## src/rtl/wrr_arbiter_if.sv

```systemverilog
// Bundle between the requesters and the weighted round-robin arbiter.
// Macro ARB_LOCK_EN adds the lock signal to the bundle.
// master: requester/resource side; slave: the arbiter.
interface wrr_arbiter_if #(
    parameter int N  = 4,
    parameter int WW = 4
);
    localparam int IW = (N > 1) ? $clog2(N) : 1;

    logic [N-1:0]    req;
    logic [N*WW-1:0] weight;
    logic            done;
`ifdef ARB_LOCK_EN
    logic            lock;
`endif
    logic [N-1:0]    grant;
    logic [IW-1:0]   grant_id;
    logic [WW-1:0]   credit;

`ifdef ARB_LOCK_EN
    modport master (output req, weight, done, lock, input grant, grant_id, credit);
    modport slave  (input req, weight, done, lock, output grant, grant_id, credit);
`else
    modport master (output req, weight, done, input grant, grant_id, credit);
    modport slave  (input req, weight, done, output grant, grant_id, credit);
`endif
endinterface

```

## src/rtl/wrr_arbiter.sv

```systemverilog
// Weighted round-robin arbiter: one holder at a time, each tenure bounded by
// the holder's weight counted in done pulses, then rotates.
// Optional feature macro: ARB_LOCK_EN (lock input keeps the grant past
// credit exhaustion; withdraw still releases).
module wrr_arbiter #(
    parameter int N  = 4,
    parameter int WW = 4
) (
    input  logic          clk,
    input  logic          rst_n,
    wrr_arbiter_if.slave  bus
);
    localparam int IW = (N > 1) ? $clog2(N) : 1;

    typedef enum logic {IDLE, BUSY} state_t;

    state_t         state_reg, state_next;
    logic [N-1:0]   grant_reg, grant_next;
    logic [IW-1:0]  grant_id_reg, grant_id_next;
    logic [IW-1:0]  ptr_reg, ptr_next;
    logic [WW-1:0]  credit_reg, credit_next;

    logic [WW-1:0]  weight_eff [N];
    logic [IW-1:0]  succ_id;
    logic [IW-1:0]  search_start;
    logic           found;
    logic [IW-1:0]  win;
    logic           lock_hold;
    logic           release_now;

    // Effective weight per requester: a zero weight grants one transaction.
    generate
        for (genvar gi = 0; gi < N; gi++) begin : g_weight
            assign weight_eff[gi] = (bus.weight[gi*WW +: WW] == '0) ?
                                    WW'(1) : bus.weight[gi*WW +: WW];
        end
    endgenerate

`ifdef ARB_LOCK_EN
    assign lock_hold = bus.lock;
`else
    assign lock_hold = 1'b0;
`endif

    // Successor of the current holder, wrapping N-1 -> 0.
    assign succ_id = (grant_id_reg == IW'(N - 1)) ? '0 : grant_id_reg + IW'(1);

    // A withdrawing holder already has req low, so searching the raw req
    // vector both masks it on withdraw and keeps it a candidate (last) on
    // credit exhaustion.
    assign search_start = (state_reg == BUSY) ? succ_id : ptr_reg;

    // Release on withdraw, or on the final done unless lock holds the grant.
    assign release_now = (state_reg == BUSY) &&
                         (!bus.req[grant_id_reg] ||
                          (bus.done && credit_reg == WW'(1) && !lock_hold));

    // Rotating priority search: lowest offset from search_start wins.
    always_comb begin
        int          idx;
        logic [IW-1:0] idx_b;
        found = 1'b0;
        win   = '0;
        idx   = 0;
        idx_b = '0;
        for (int i = N - 1; i >= 0; i--) begin
            idx = int'(search_start) + i;
            if (idx >= N) idx = idx - N;
            idx_b = IW'(idx);
            if (bus.req[idx_b]) begin
                found = 1'b1;
                win   = idx_b;
            end
        end
    end

    // Next-state and next-output logic.
    always_comb begin
        state_next    = state_reg;
        grant_next    = grant_reg;
        grant_id_next = grant_id_reg;
        ptr_next      = ptr_reg;
        credit_next   = credit_reg;
        case (state_reg)
            IDLE: begin
                if (found) begin
                    grant_next    = {{(N-1){1'b0}}, 1'b1} << win;
                    grant_id_next = win;
                    credit_next   = weight_eff[win];
                    state_next    = BUSY;
                end
            end
            BUSY: begin
                if (release_now) begin
                    ptr_next = succ_id;
                    if (found) begin
                        grant_next    = {{(N-1){1'b0}}, 1'b1} << win;
                        grant_id_next = win;
                        credit_next   = weight_eff[win];
                    end else begin
                        grant_next  = '0;
                        credit_next = '0;
                        state_next  = IDLE;
                    end
                end else if (bus.done && credit_reg > WW'(1)) begin
                    credit_next = credit_reg - WW'(1);
                end
            end
            default: begin
                state_next  = IDLE;
                grant_next  = '0;
                credit_next = '0;
            end
        endcase
    end

    // State and registered outputs.
    always_ff @(posedge clk) begin
        if (!rst_n) begin
            state_reg    <= IDLE;
            grant_reg    <= '0;
            grant_id_reg <= '0;
            ptr_reg      <= '0;
            credit_reg   <= '0;
        end else begin
            state_reg    <= state_next;
            grant_reg    <= grant_next;
            grant_id_reg <= grant_id_next;
            ptr_reg      <= ptr_next;
            credit_reg   <= credit_next;
        end
    end

    assign bus.grant    = grant_reg;
    assign bus.grant_id = grant_id_reg;
    assign bus.credit   = credit_reg;
endmodule

```

## src/flat_wrapper.sv

```systemverilog
// flat-port wrapper written by rule: the top's interface ports become plain ports
module wrr_arbiter_flat 
#(
    parameter int N  = 4,
    parameter int WW = 4
)
  (clk, rst_n, bus_req, bus_weight, bus_done, bus_grant, bus_grant_id, bus_credit);
  wrr_arbiter_if #(.N(N), .WW(WW)) bus_i ();
  input  logic clk;
  input  logic rst_n;
  input wire logic [$bits(bus_i.req)-1:0] bus_req;
  input wire logic [$bits(bus_i.weight)-1:0] bus_weight;
  input wire logic [$bits(bus_i.done)-1:0] bus_done;
  output wire logic [$bits(bus_i.grant)-1:0] bus_grant;
  output wire logic [$bits(bus_i.grant_id)-1:0] bus_grant_id;
  output wire logic [$bits(bus_i.credit)-1:0] bus_credit;
  assign bus_i.req = bus_req;
  assign bus_i.weight = bus_weight;
  assign bus_i.done = bus_done;
  assign bus_grant = bus_i.grant;
  assign bus_grant_id = bus_i.grant_id;
  assign bus_credit = bus_i.credit;
  wrr_arbiter #(.N(N), .WW(WW)) u_core (.clk(clk), .rst_n(rst_n), .bus(bus_i));
endmodule
```

## config.mk

```make
export PLATFORM = sky130hd
export DESIGN_NAME = wrr_arbiter_flat
export DESIGN_NICKNAME = d
export VERILOG_FILES = /design/src/rtl/wrr_arbiter_if.sv /design/src/rtl/wrr_arbiter.sv /design/src/flat_wrapper.sv
export SDC_FILE = /design/constraint.sdc
export NUM_CORES = 1
export LEC_CHECK = 0
export ABC_AREA = 1
export BUFFER_PORTS_ARGS = -buffer_cell sky130_fd_sc_hd__buf_2
export CORE_MARGIN = 1
export CORE_UTILIZATION = 40
export CTS_CLUSTER_SIZE = 10
export DETAILED_ROUTE_END_ITERATION = 12
export GPL_TIMING_DRIVEN = 0
export PLACE_DENSITY_LB_ADDON = 0.15
export SYNTH_ARGS = -nofsm -noshare
export SYNTH_HDL_FRONTEND = slang
export SYNTH_SLANG_ARGS = --single-unit
```

## constraint.sdc

```tcl
create_clock -name clk -period 3.5 [get_ports clk]
set_input_delay 0 -clock clk [delete_from_list [all_inputs] [get_ports clk]]
set_output_delay 0 -clock clk [all_outputs]
set_load 0.02 [all_outputs]
```

# Word level (Yosys, flattened, before mapping)

Index checks and enable logic that the tools add are counted.

Logic and storage cells: 91
Output and inout port bits: 10
Bits in registers: 13

Bitwise logic cells: 2
Add/sub/neg operators: 9
Shift-type cells: 1
Mux-type cells: 46
Equality and inequality tests: 5
Reduce and logical (&&, ||, !) cells: 12
Magnitude comparators: 11

Operator list:

| kind                                                                             | number |
|---|---|
| 4-bit two-way mux                                                                | 13 |
| 2-bit two-way mux                                                                | 12 |
| 4-bit logical NOT                                                                | 4 |
| 4-bit one-hot mux with 2 select lines                                            | 2 |
| 2-bit by 3-bit less-than comparator with 1-bit output (second input constant)    | 5 |
| 3-bit >= comparator (second input constant)                                      | 4 |
| 1-bit two-way mux                                                                | 11 |
| 1-bit binary-select mux with 2-bit select                                        | 5 |
| 4-bit binary-select mux with 2-bit select                                        | 1 |
| 2-bit by 1-bit subtractor with 2-bit output (second input constant)              | 4 |
| 2-bit by 2-bit adder with 3-bit output (second input constant)                   | 2 |
| 2-bit AND reduction                                                              | 3 |
| 4-bit by 1-bit == test with 1-bit output (second input constant)                 | 1 |
| 4-bit by 1-bit greater-than comparator with 1-bit output (second input constant) | 1 |
| 2-bit one-hot mux with 2 select lines                                            | 1 |
| 1-bit by 2-bit << shifter with 4-bit output (first input constant)               | 1 |
| 4-bit by 1-bit subtractor with 4-bit output (second input constant)              | 1 |
| 2-bit by 1-bit adder with 3-bit output (second input constant)                   | 1 |
| 2-bit by 3-bit >= comparator with 1-bit output (second input constant)           | 1 |
| 1-bit logical AND                                                                | 3 |
| 3-bit inequality test (second input constant)                                    | 1 |
| 2-bit inverter with 3-bit output                                                 | 1 |
| 2-bit by 1-bit adder with 2-bit output (second input constant)                   | 1 |
| 2-bit == test (second input constant)                                            | 1 |
| 6 further kinds                                                                  | 6 |

# Logic depth before layout (Yosys ltp)

Gate-level depths: netlist (run 1).

Depth in word-level cells: 19
Mapped depth: 17

# Worst setup path after synthesis (run 1)

OpenSTA, ideal clock, no wires.

Path kind: reg2reg
Start point: reg u_core.grant_id_reg[0] (netlist: u_core.bus.grant_id[0])
End point: reg u_core.credit_reg[0] (netlist: u_core.bus.credit[0])
Stages on the path, launching flop included: 18
Clock period less this slack: 2090 ps
Data required time: 3378 ps
Arrival time: 1968 ps
Slack: 1410 ps
Cell sequence: dfxtp_1 -> ha_1 -> inv_1 -> nand2_2 -> nand2_2 -> nand3_1 -> nand2_2 -> nand2_1 -> nand2_2 -> nand2_4 -> nand2_2 -> nand2_4 -> nand2_8 -> nand2_1 -> nand3_1 -> nand2_1 -> nand2_1 -> a21oi_2

Longest elaborated chain between the ends: 19
Elaborated cells between the ends (all ways): 51
Classes of those cells: 8 x add/sub; 4 x order compare; 3 x eq/ne; 31 x mux; 1 x bitwise; 4 x reduce/logical

Ends and longest elaborated chain:

| what                                                                               | line                                 | source |
|---|---|---|
| start, declared                                                                    | wrr_arbiter.sv:19                    | `logic [IW-1:0] grant_id_reg, grant_id_next;` |
| start signal, assigned                                                             | wrr_arbiter.sv:128                   | `grant_id_reg <= grant_id_next;` |
| 2-bit by 1-bit adder with 2-bit output or 2-bit == test (tied branches)            | wrr_arbiter.sv:46                    | `assign succ_id = (grant_id_reg == IW'(N - 1)) ? '0 : grant_id_reg + IW'(1);` |
| 2-bit two-way mux *                                                                | wrr_arbiter.sv:46                    |  |
| named net u_core.succ_id[1]                                                        | wrr_arbiter.sv:24                    | `logic [IW-1:0] succ_id;` |
| 2-bit two-way mux *                                                                | wrr_arbiter.sv:51                    | `assign search_start = (state_reg == BUSY) ? succ_id : ptr_reg;` |
| 2-bit by 2-bit adder with 3-bit output                                             | wrr_arbiter.sv:67                    | `idx = int'(search_start) + i;` |
| 3-bit >= comparator or 2-bit by 1-bit subtractor with 2-bit output (tied branches) | wrr_arbiter.sv:68                    | `if (idx >= N) idx = idx - N;` |
| 2-bit two-way mux                                                                  | wrr_arbiter.sv:68                    |  |
| 1-bit binary-select mux with 2-bit select                                          | wrr_arbiter.sv:70                    | `if (bus.req[idx_b]) begin` |
| 1-bit two-way mux (implied by the code)                                            | wrr_arbiter.sv:70                    |  |
| 2-bit two-way mux (4 in a row)                                                     | wrr_arbiter.sv:70                    |  |
| 2-bit inverter with 3-bit output (implied by the code)                             | wrr_arbiter.sv:89, wrr_arbiter.sv:99 |  |
| 4-bit binary-select mux with 2-bit select                                          | wrr_arbiter.sv:89, wrr_arbiter.sv:99 |  |
| 4-bit two-way mux (implied by the code) (2 in a row)                               | wrr_arbiter.sv:89, wrr_arbiter.sv:99 |  |
| 4-bit two-way mux                                                                  | wrr_arbiter.sv:96                    | `if (found) begin` |
| 4-bit two-way mux                                                                  | wrr_arbiter.sv:94                    | `if (release_now) begin` |
| 4-bit one-hot mux with 2 select lines                                              | wrr_arbiter.sv:84                    | `case (state_reg)` |
| end signal, assigned                                                               | wrr_arbiter.sv:130                   | `credit_reg <= credit_next;` |
| end, declared                                                                      | wrr_arbiter.sv:21                    | `logic [WW-1:0] credit_reg, credit_next;` |

The timed path passes the listed nets; every way through them passes the cells marked *. The select of a mux whose other input is x is not followed.
A chain may end at the register's enable or synchronous reset.

# Worst setup path after layout (run 1)

Same ends and word-level chain as after synthesis.

==> metrics.txt, run 1 <==
Leak Pwr=0.741 nW; final hold viol count=0; skew final=0.00245 ns; Worst path slowest cell=dfxtp_1; Post-Syn Area=approximately 1300 µm²; Reg clk slew, reported paths=about 0.090 ns; Cell Rows=20; worst vdd ir=451 µV; die extent in y=58.6 µm; Worst-Margin Slew=0.302 ns; largest net degree at the start of global routing=11; first drt pass iteration count=4; setup TNS=0 ns; first-pass GRT wire length=5060 µm; # IOs=33; CP Data Arrival Time=2.42 ns; max cap viols=0; RSZ-0062 raised after global routing=no; grt ovf=0; Clock Tree Buf Depth=2; number of global-route vias before repair=roughly 1200; cell mode on critical path=nand2_2; initial antenna violation count=0; Placement Cell Area=1500 µm²; syn_nets=212; CTS tree=done; filler instances=351; Critical Path RT=~3.7 ns; Multi-input gate area=943 µm²; Nets=249; CTS root buffer=clkbuf_4; Max-slew headroom=0.798; routability cong.=0.818; post_cts resized=0; final setup fails=0; HP Class=in -> reg; Crit path max-delay family=simple AND/OR/NAND/NOR gates; layout cell share with drive strength beyond 1=0.383; fin crit share=0.629; Die W=58.6 µm; status=finished, final reports clean; Die ar.=3430 µm²; Buffers & Inverters on Critical Path=2; Max Transition Viols Final=0; drt drc=0; Initial Util=0.420; CP Max Fanout=8; Synth Warn #=0; H-tree levels=1; post-synthesis cell count=~190; CP Capture Type=register; PortBufs=32; routed vias/inst=4.94; FF+latch count, synth=13; All-Layer GR Usage=0.187; via count=1314; Setup CP Type=reg -> reg; Storage cell area=260 µm²; total CTS buffers=3; Post-CTS Setup Bufs=0; Power Density=roughly 1100 nW/µm²; Hold Buf Count CTS=0; Layout area overhead=18.9%; Achievable Freq=454 MHz; Mapped Avg Cell Area=about 6.9 µm²; CP Launch Type=register; WL/cell=11.0 µm; detailed-placement wirelength estimate=2360 µm; worst path cell trace=ha_1 -> inv_1 -> nand2_2 -> nand2_2 -> nand3_1 -> nand2_2 -> nand2_1 -> nand2_2 -> nand2_1 -> nand3_1 -> nand2_2 -> inv_2 -> nand3_1 -> nand2_1 -> nand2_1 -> a21oi_2; Routed Antenna Nets=0; Critical Path Max Stage Delay=~0.50 ns; Post-Route WL=2920 µm; post-synthesis sequential area ratio=0.203; clock sinks=13; post-route cell area=1520 µm²; Final Critical Period=2.20 ns; later-pin clock latency in the skew report=0.28 ns; Yosys cell types=24; antenna cells=0; Iter 0 DRT Violations=41; core footprint=around 3100 µm²
synthesized netlist by cell type:
cell type,n,area (µm²)
a21oi_1,13,65.1
a21oi_2,3,26.3
dfxtp_1,13,260
inv_1,13,48.8
nor3_1,5,25.0
nand3_1,35,175
buf_6,1,11.3
a211oi_1,1,7.51
o21ai_2,1,8.76
nand2_8,3,60.1
nand2_4,6,67.6
nand2_2,25,156
nand3_2,3,30.0
nor2_4,2,22.5
or2_0,1,6.26
nand3_4,1,17.5
nor2_1,7,26.3
inv_4,1,6.26
xnor2_1,2,17.5
inv_2,3,11.3
ha_1,3,37.5
o21a_1,4,30.0
o21ai_0,11,55.1
nand2_1,29,109
metal layers:
| layer | vias up | share of wire | GRT usage |
|---|---|---|---|
| met1 | 591 | 0.49 | 0.258 |
| met5 | - | 0 | 0 |
| met2 | 23 | 0.48 | 0.320 |
| met3 | 0 | 0.030 | 0.0352 |
| met4 | 0 | 0 | 0.0102 |
| li1 | 700 | - | - |
placed cells by master (no fill, tap or decap), types with 2 or more instances in the layout:
| master | netlist | routed |
|---|---|---|
| dfxtp_1 | 13 | 13 |
| nand3_1 | 35 | 35 |
| o21a_1 | 4 | 4 |
| a21oi_1 | 13 | 13 |
| clkbuf_4 | 0 | 3 |
| nand3_2 | 3 | 3 |
| inv_2 | 3 | 3 |
| a21oi_2 | 3 | 3 |
| nor2_1 | 7 | 7 |
| inv_1 | 13 | 13 |
| nand2_4 | 6 | 6 |
| nor3_1 | 5 | 5 |
| xnor2_1 | 2 | 2 |
| nor2_4 | 2 | 2 |
| o21ai_0 | 11 | 11 |
| buf_2 | 0 | 32 |
| nand2_8 | 3 | 3 |
| nand2_1 | 29 | 29 |
| ha_1 | 3 | 3 |
| nand2_2 | 25 | 25 |
power breakdown:
part           switching, mW  internal [mW]  total [mW]
registers             0.0571          0.209       0.266
logic                  0.814          0.449        1.26
clock network         0.0527         0.0424      0.0951
stage by stage:
step                hold WS [ns]  worst slack (ns)  std cells  power (mW)   util
floorplan                  0.138              1.41        186        1.29      -
global route              0.0321              1.10        266        1.80  0.499
detailed placement         0.311              1.31        262        1.55  0.490
CTS                      0.00818              1.29        266        1.65  0.499
global placement           0.312              1.30        262        1.54  0.490
finish                    0.0190              1.30        266        1.62  0.499
layout make-up:
class                      instances  share of cell area
tap                               44              0.0361
timing repair buffer              32               0.105
sequential                        13               0.171
inverter                          17              0.0435
clock buffer                       3              0.0148
multi-input combinational        155               0.619
buffer                             1             0.00739
clock inverter                     1             0.00328
worst paths after layout:
kind	start	to	slack, ns	cells past startpoint
setup / recovery	u_core.bus.grant_id[0]	u_core.bus.credit[0]	1.30	16
hold / removal	rst_n	u_core.bus.credit[2]	0.02	3
setup reg to reg	u_core.bus.grant_id[0]	u_core.bus.credit[0]	1.30	16
hold reg to reg	u_core.bus.grant[2]	u_core.bus.grant[2]	0.47	2
worst reg2reg max path: cells and delay by family (launching register included):
family,cells,cell delay (ns)
AOI/OAI and AO/OA,1,0.11
and+or+nand+nor,12,0.99
DFF,1,0.50
buffers and inverters,2,0.22
adders and majority gates,1,0.32
logic make-up (layout without fill, tap and decap cells):
group,count (synthesis),in the layout,share of synthesized area
flops,13,13,0.203
compound gates,33,33,0.150
fa+ha+maj,3,3,0.0293
xor+xnor,2,2,0.0137
simple gates,117,117,0.543
buf+inv,18,54,0.0606
Power figures use the tool's default switching activity.
==> inputs of run 2 (changes only) <==
clock period = 1.81 ns   (was 3.5 ns; I/O delays follow)
==> run 2 against run 1 <==
  * The flow now finishes with violations (setup timing)
  * Register-to-register slack worse by 1.5 ns
  * Critical path depth down 1
  * Critical path type unchanged
  * Worst setup slack got worse by 1.5 ns
  * Largest cell class unchanged
==> metrics.txt, run 2 (synthesis results as in run 1) <==
worst path cell trace=ha_4 -> nor2_4 -> nand2_8 -> nand2_8 -> nand2_2 -> nand2_2 -> nand2_2 -> nand2_2 -> nand2_4 -> buf_4 -> nand3_4 -> nand3_1 -> nand3_2 -> nand3_2 -> a21oi_2; RSZ-0062 raised after global routing=yes; Die ar.=3430 µm² (unchanged); Buffers & Inverters on Critical Path=1 (-1); fin crit share=1.12 (+0.491); max cap viols=0 (unchanged); WHS Path Cells=3 (unchanged); routed vias/inst=5.10 (+3.2%); All-Layer GR Usage=0.197 (+0.00990); worst vdd ir=1150 µV (+160%); layout cell share with drive strength beyond 1=0.553 (+0.170); status=finished with violations; antenna cells=0 (unchanged); CP Capture Type=register; Die W=58.6 µm (unchanged); HP Class=in -> reg; final setup fails=10 (+10); commonest cells after routing, fill and taps aside=32 x buf_2, 23 x nand2_2, 21 x nand2_1; Max Transition Viols Final=0 (unchanged); skew final=0.00927 ns (+0.00682 ns); routability cong.=0.787 (-3.8%); cell mode on critical path=nand2_2; Critical Path Max Stage Delay=0.37 ns (-0.13 ns); CTS tree=done; setup TNS=-1.39 ns (-1.39 ns); Leak Pwr=0.890 nW (+20%); clock sinks=13 (unchanged); post-route cell area=1900 µm² (+25%); core footprint=3050 µm² (unchanged); final hold viol count=0 (unchanged); Critical Path RT=2.02 ns (-1.70 ns); via count=1423 (+8.3%); first drt pass iteration count=4 (unchanged); failing checks=setup timing; Crit path max-delay family=simple AND/OR/NAND/NOR gates; Hold Buf Count CTS=0 (unchanged); initial antenna violation count=0 (unchanged); Achievable Freq=494 MHz (+8.6%); drt drc=0 (unchanged); H-tree levels=1 (unchanged); Clock Tree Buf Depth=2 (unchanged); FF-to-FF path depth=15 (-1); hold slack=0.0143 ns (-0.00465 ns); most common cell after layout, fill and taps aside=buf_2; CP Launch Type=register; Layout area overhead=48.5%; # IOs=33 (unchanged); number of global-route vias before repair=1224 (+4.8%); Final Critical Period=2.03 ns (-0.174 ns); die extent in y=58.6 µm (unchanged); CTS root buffer=clkbuf_4; Crit path depth=15 (-1); post-route setup slack=-0.216 ns (-1.52 ns); Max-slew headroom=0.648 (-0.151); grt ovf=0 (unchanged); PortBufs=32 (unchanged); Nets=262 (+5.2%); Worst-Margin Slew=0.528 ns (+0.226 ns); Placement Cell Area=1520 µm² (+1.5%); Iter 0 DRT Violations=57 (+39%); Routed Antenna Nets=0 (unchanged); CP Max Fanout=5 (-3); Cell Rows=20 (unchanged); Reg clk slew, reported paths=0.08 ns (about the same); Worst path slowest cell=dfxtp_4; largest net degree at the start of global routing=12 (+1); Setup CP Type=reg -> reg; detailed-placement wirelength estimate=2320 µm (-1.4%); Power Density=2250 nW/µm² (+110%); total CTS buffers=3 (unchanged); CP Data Arrival Time=2.24 ns (-0.18 ns); Initial Util=0.420 (unchanged); Post-Route WL=3470 µm (+19%); power after layout=4.28 mW (+160%); first-pass GRT wire length=5280 µm (+4.4%); WL/cell=12.4 µm (+13%); later-pin clock latency in the skew report=0.28 ns (about the same)
run 2: changes by cell type in the layout (fill, tap and decap cells not counted), sizes merged:
| cell | delta |
|---|---|
| buf | +8 |
| clkbuf | +1 |
| nand2 | +4 |
| nand3 | +1 |
| clkinv | -1 |
run 2: power breakdown:
part | total, mW | internal [mW] | switching (mW)
Clock | 0.179 | 0.0856 | 0.0938
Combinational | 3.58 | 1.36 | 2.22
Sequential | 0.526 | 0.414 | 0.112
Total | 4.28 | 1.86 | 2.42
run 2: final timing paths:
| path | slack (ns) | to | start |
|---|---|---|---|
| worst max register to register | -0.22 | u_core.bus.credit[3] | u_core.bus.grant_id[1] |
| worst max-delay path | -0.22 | u_core.bus.credit[3] | u_core.bus.grant_id[1] |
| worst min register to register | 0.46 | u_core.bus.grant[0] | u_core.bus.grant[0] |
| worst min-delay path | 0.01 | u_core.bus.credit[2] | rst_n |
run 2: worst register-to-register path: cells and delay by family, from the launching register on:
| family | cells | cell delay, ns |
|---|---|---|
| adders and majority gates | 1 | 0.17 |
| buffers and inverters | 1 | 0.15 |
| AOI/OAI and AO/OA | 1 | 0.13 |
| DFF | 1 | 0.37 |
| and+or+nand+nor | 12 | 1.12 |
run 2: timing repair:
action,in CTS,in global routing
setup endpoints to repair,10,10
cloned,3,2
pin swaps,5,25
gates resized for setup,12,40
buffers inserted,5,3
run 2: layout make-up:
class / instances / area [µm²]
fill: 304 / 1150
buffer: 1 / 11.3
tap: 44 / 55.1
sequential: 13 / 268
multi-input combinational: 160 / 1250
inverter: 17 / 71.3
clock buffer: 4 / 26.3
timing repair buffer: 40 / 224
run 2: layer usage:
layer  wire [µm]  up-vias  track usage
met1        1590      658        0.263
li1            -      734            -
met3         123        2       0.0330
met4           8        0       0.0306
met5           0        -            0
met2        1750       29        0.340
run 2: through the flow:
stage / util / instances / setup WS [ns]
finish: 0.623 / 279 / -0.216
detailed placement: 0.498 / 262 / -0.200
global placement: 0.498 / 262 / -0.219
CTS: 0.549 / 274 / -0.160
global route: 0.623 / 279 / -0.318
floorplan: - / 186 / -0.0234
==> inputs of run 3 (changes only) <==
CORE_UTILIZATION = 48   (was 40)
PLACE_DENSITY = 0.87   (was default)
PLACE_DENSITY_LB_ADDON = default   (was 0.15)
==> run 3 against run 2 <==
  * The flow still finishes with violations (setup timing)
  * Power is 12% lower
  * Register-to-register slack gained 0.03 ns
  * Worst hold slack worse by 0.0063 ns
  * Sequential cell count unchanged
  * Critical path type unchanged
==> metrics.txt, run 3 (synthesis results as in run 1) <==
# IOs=33 (unchanged); clock sinks=13 (unchanged); failing checks=setup timing; Leak Pwr=0.804 nW (-9.6%); Psw=2.16 mW (-11%); total CTS buffers=3 (unchanged); Reg clk slew, reported paths=0.08 ns (about the same); first-pass GRT wire length=5060 µm (-4.2%); routed vias/inst=5.55 (+8.9%); later-pin clock latency in the skew report=0.28 ns (about the same); CP Data Arrival Time=2.22 ns (-0.02 ns); filler instances=213 (-30%); number of global-route vias before repair=1236 (+0.98%); Layout area overhead=32.6%; max cap viols=0 (unchanged); Final Critical Period=2.00 ns (-0.0256 ns); Nets=259 (-1.1%); core footprint=2500 µm² (-18%); Iter 0 DRT Violations=26 (-54%); dpl ws=-0.177 ns (+0.0228 ns); CP Launch Type=register; Critical Path RT=2.02 ns (about the same); HP Class=in -> reg; layout cell share with drive strength beyond 1=0.457 (-0.0963); Achievable Freq=500 MHz (+1.3%); Comb power frac=0.813 (-0.022); Sequential Power Share=0.138 (+0.015); H-tree levels=1 (unchanged); status=finished with violations; CP Capture Type=register; Die W=53.7 µm (-8.4%); first drt pass iteration count=4 (unchanged); grt ovf=0 (unchanged); Routed Antenna Nets=0 (unchanged); hold slack=0.00805 ns (-0.00628 ns); Max-slew headroom=0.721 (+0.0731); power share of the clock group=0.049 (+0.007); final setup fails=10 (unchanged); worst vdd ir=1430 µV (+24%); die extent in y=53.7 µm (-8.4%); switching share of power=0.571 (+0.00488); antenna cells=0 (unchanged); Worst-Margin Slew=0.418 ns (-0.110 ns); final hold viol count=0 (unchanged); setup TNS=-1.34 ns (+0.0435 ns); WL/cell=12.9 µm (+3.4%); detailed-placement wirelength estimate=2280 µm (-1.8%); Hold Buf Count CTS=0 (unchanged); skew final=0.00425 ns (-0.00503 ns); drt drc=0 (unchanged); fin crit share=1.11 (-0.0141); post-route setup slack=-0.191 ns (+0.0256 ns); RSZ-0062 raised after global routing=yes; PortBufs=32 (unchanged); Post-Route WL=3370 µm (-2.9%); FF-to-FF path depth=16 (+1); Initial Util=0.513 (+0.0928); Power Density=2230 nW/µm² (-0.98%); largest net degree at the start of global routing=12 (unchanged); via count=1455 (+2.2%); Internal=1.63 mW (-13%); commonest cells after routing, fill and taps aside=32 x nand3_1, 32 x buf_2, 27 x nand2_1; All-Layer GR Usage=0.240 (+0.0432); initial antenna violation count=0 (unchanged); CP Max Fanout=10 (+5); CTS tree=done; WHS Path Cells=3 (unchanged); Max Transition Viols Final=0 (unchanged); Clock Tree Buf Depth=2 (unchanged); Cell Rows=18 (-10%); power after layout=3.79 mW (-12%); routability cong.=0.808 (+2.7%); CTS root buffer=clkbuf_4; Setup CP Type=reg -> reg; Die ar.=2880 µm² (-16%)
==> run 3: changes by cell type in the layout (fill, tap and decap cells not counted), moves of 2 or more <==
cell	delta
nand3_1	+12
nand3_2	-10
nand2_1	+6
nand2_4	-6
nand3_4	-2
==> run 3: critical path, cell delays in order, from the launching register on <==
cell,delay (ns)
dfxtp_4,0.37
buf_4,0.15
nor2_4,0.16
nand2_8,0.11
nand2_8,0.11
nand2_2,0.05
nand2_2,0.07
nand2_2,0.07
nand2_4,0.08
nand2_4,0.08
nand2_4,0.10
nand2_8,0.09
nand2_8,0.09
nand2_1,0.05
nand3_1,0.07
nand3_1,0.11
a21oi_1,0.14
==> run 3: layout make-up <==
type / count / area, µm² / share of cell area
timing repair buffer: 38 / 205 / 0.121
inverter: 17 / 68.8 / 0.0405
sequential: 13 / 268 / 0.158
tap: 30 / 37.5 / 0.0221
multi-input combinational: 159 / 1080 / 0.637
clock buffer: 4 / 26.3 / 0.0155
buffer: 1 / 11.3 / 0.00663
==> run 3: power groups by stage <==
stage | combinational, mW | sequential [mW] | clock, mW
6_report | 3.08 | 0.521 | 0.186
5_1_grt | 3.34 | 0.536 | 0.201
4_1_cts | 2.80 | 0.516 | 0.188
3_5_place_dp | 2.47 | 0.537 | 0
3_3_place_gp | 2.44 | 0.528 | 0
2_1_floorplan | 1.92 | 0.626 | 0
==> run 3: layer usage <==
layer | vias to the layer above | track usage | part of all wire
li1 | 729 | - | -
met3 | 8 | 0.0565 | 0.038
met2 | 53 | 0.414 | 0.52
met5 | - | 0 | 0
met1 | 665 | 0.297 | 0.43
met4 | 0 | 0.0614 | 0.014
==> run 3: what timing repair did <==
action | in CTS | in global routing
cloned | 3 | 1
setup buffers | 5 | 1
pin swaps | 6 | 5
gates resized for setup | 4 | 14
setup endpoints to repair | 10 | 10
==> run 3: path summary, 6_finish.rpt <==
path / slack [ns] / start / to
worst max-delay path: -0.19 / u_core.bus.grant_id[0] / u_core.bus.credit[1]
worst min-delay path: 0.008 / rst_n / u_core.bus.grant_id[1]
worst max register to register: -0.19 / u_core.bus.grant_id[0] / u_core.bus.credit[1]
worst min register to register: 0.47 / u_core.bus.grant[0] / u_core.bus.grant[0]
==> run 3: metrics by stage <==
stage | instance area, µm² | cells | util
finish | 1700 | 262 | 0.680
global route | 1700 | 262 | 0.680
CTS | 1630 | 260 | 0.651
detailed placement | 1500 | 248 | 0.601
global placement | 1500 | 248 | 0.601
floorplan | 1300 | 186 | -
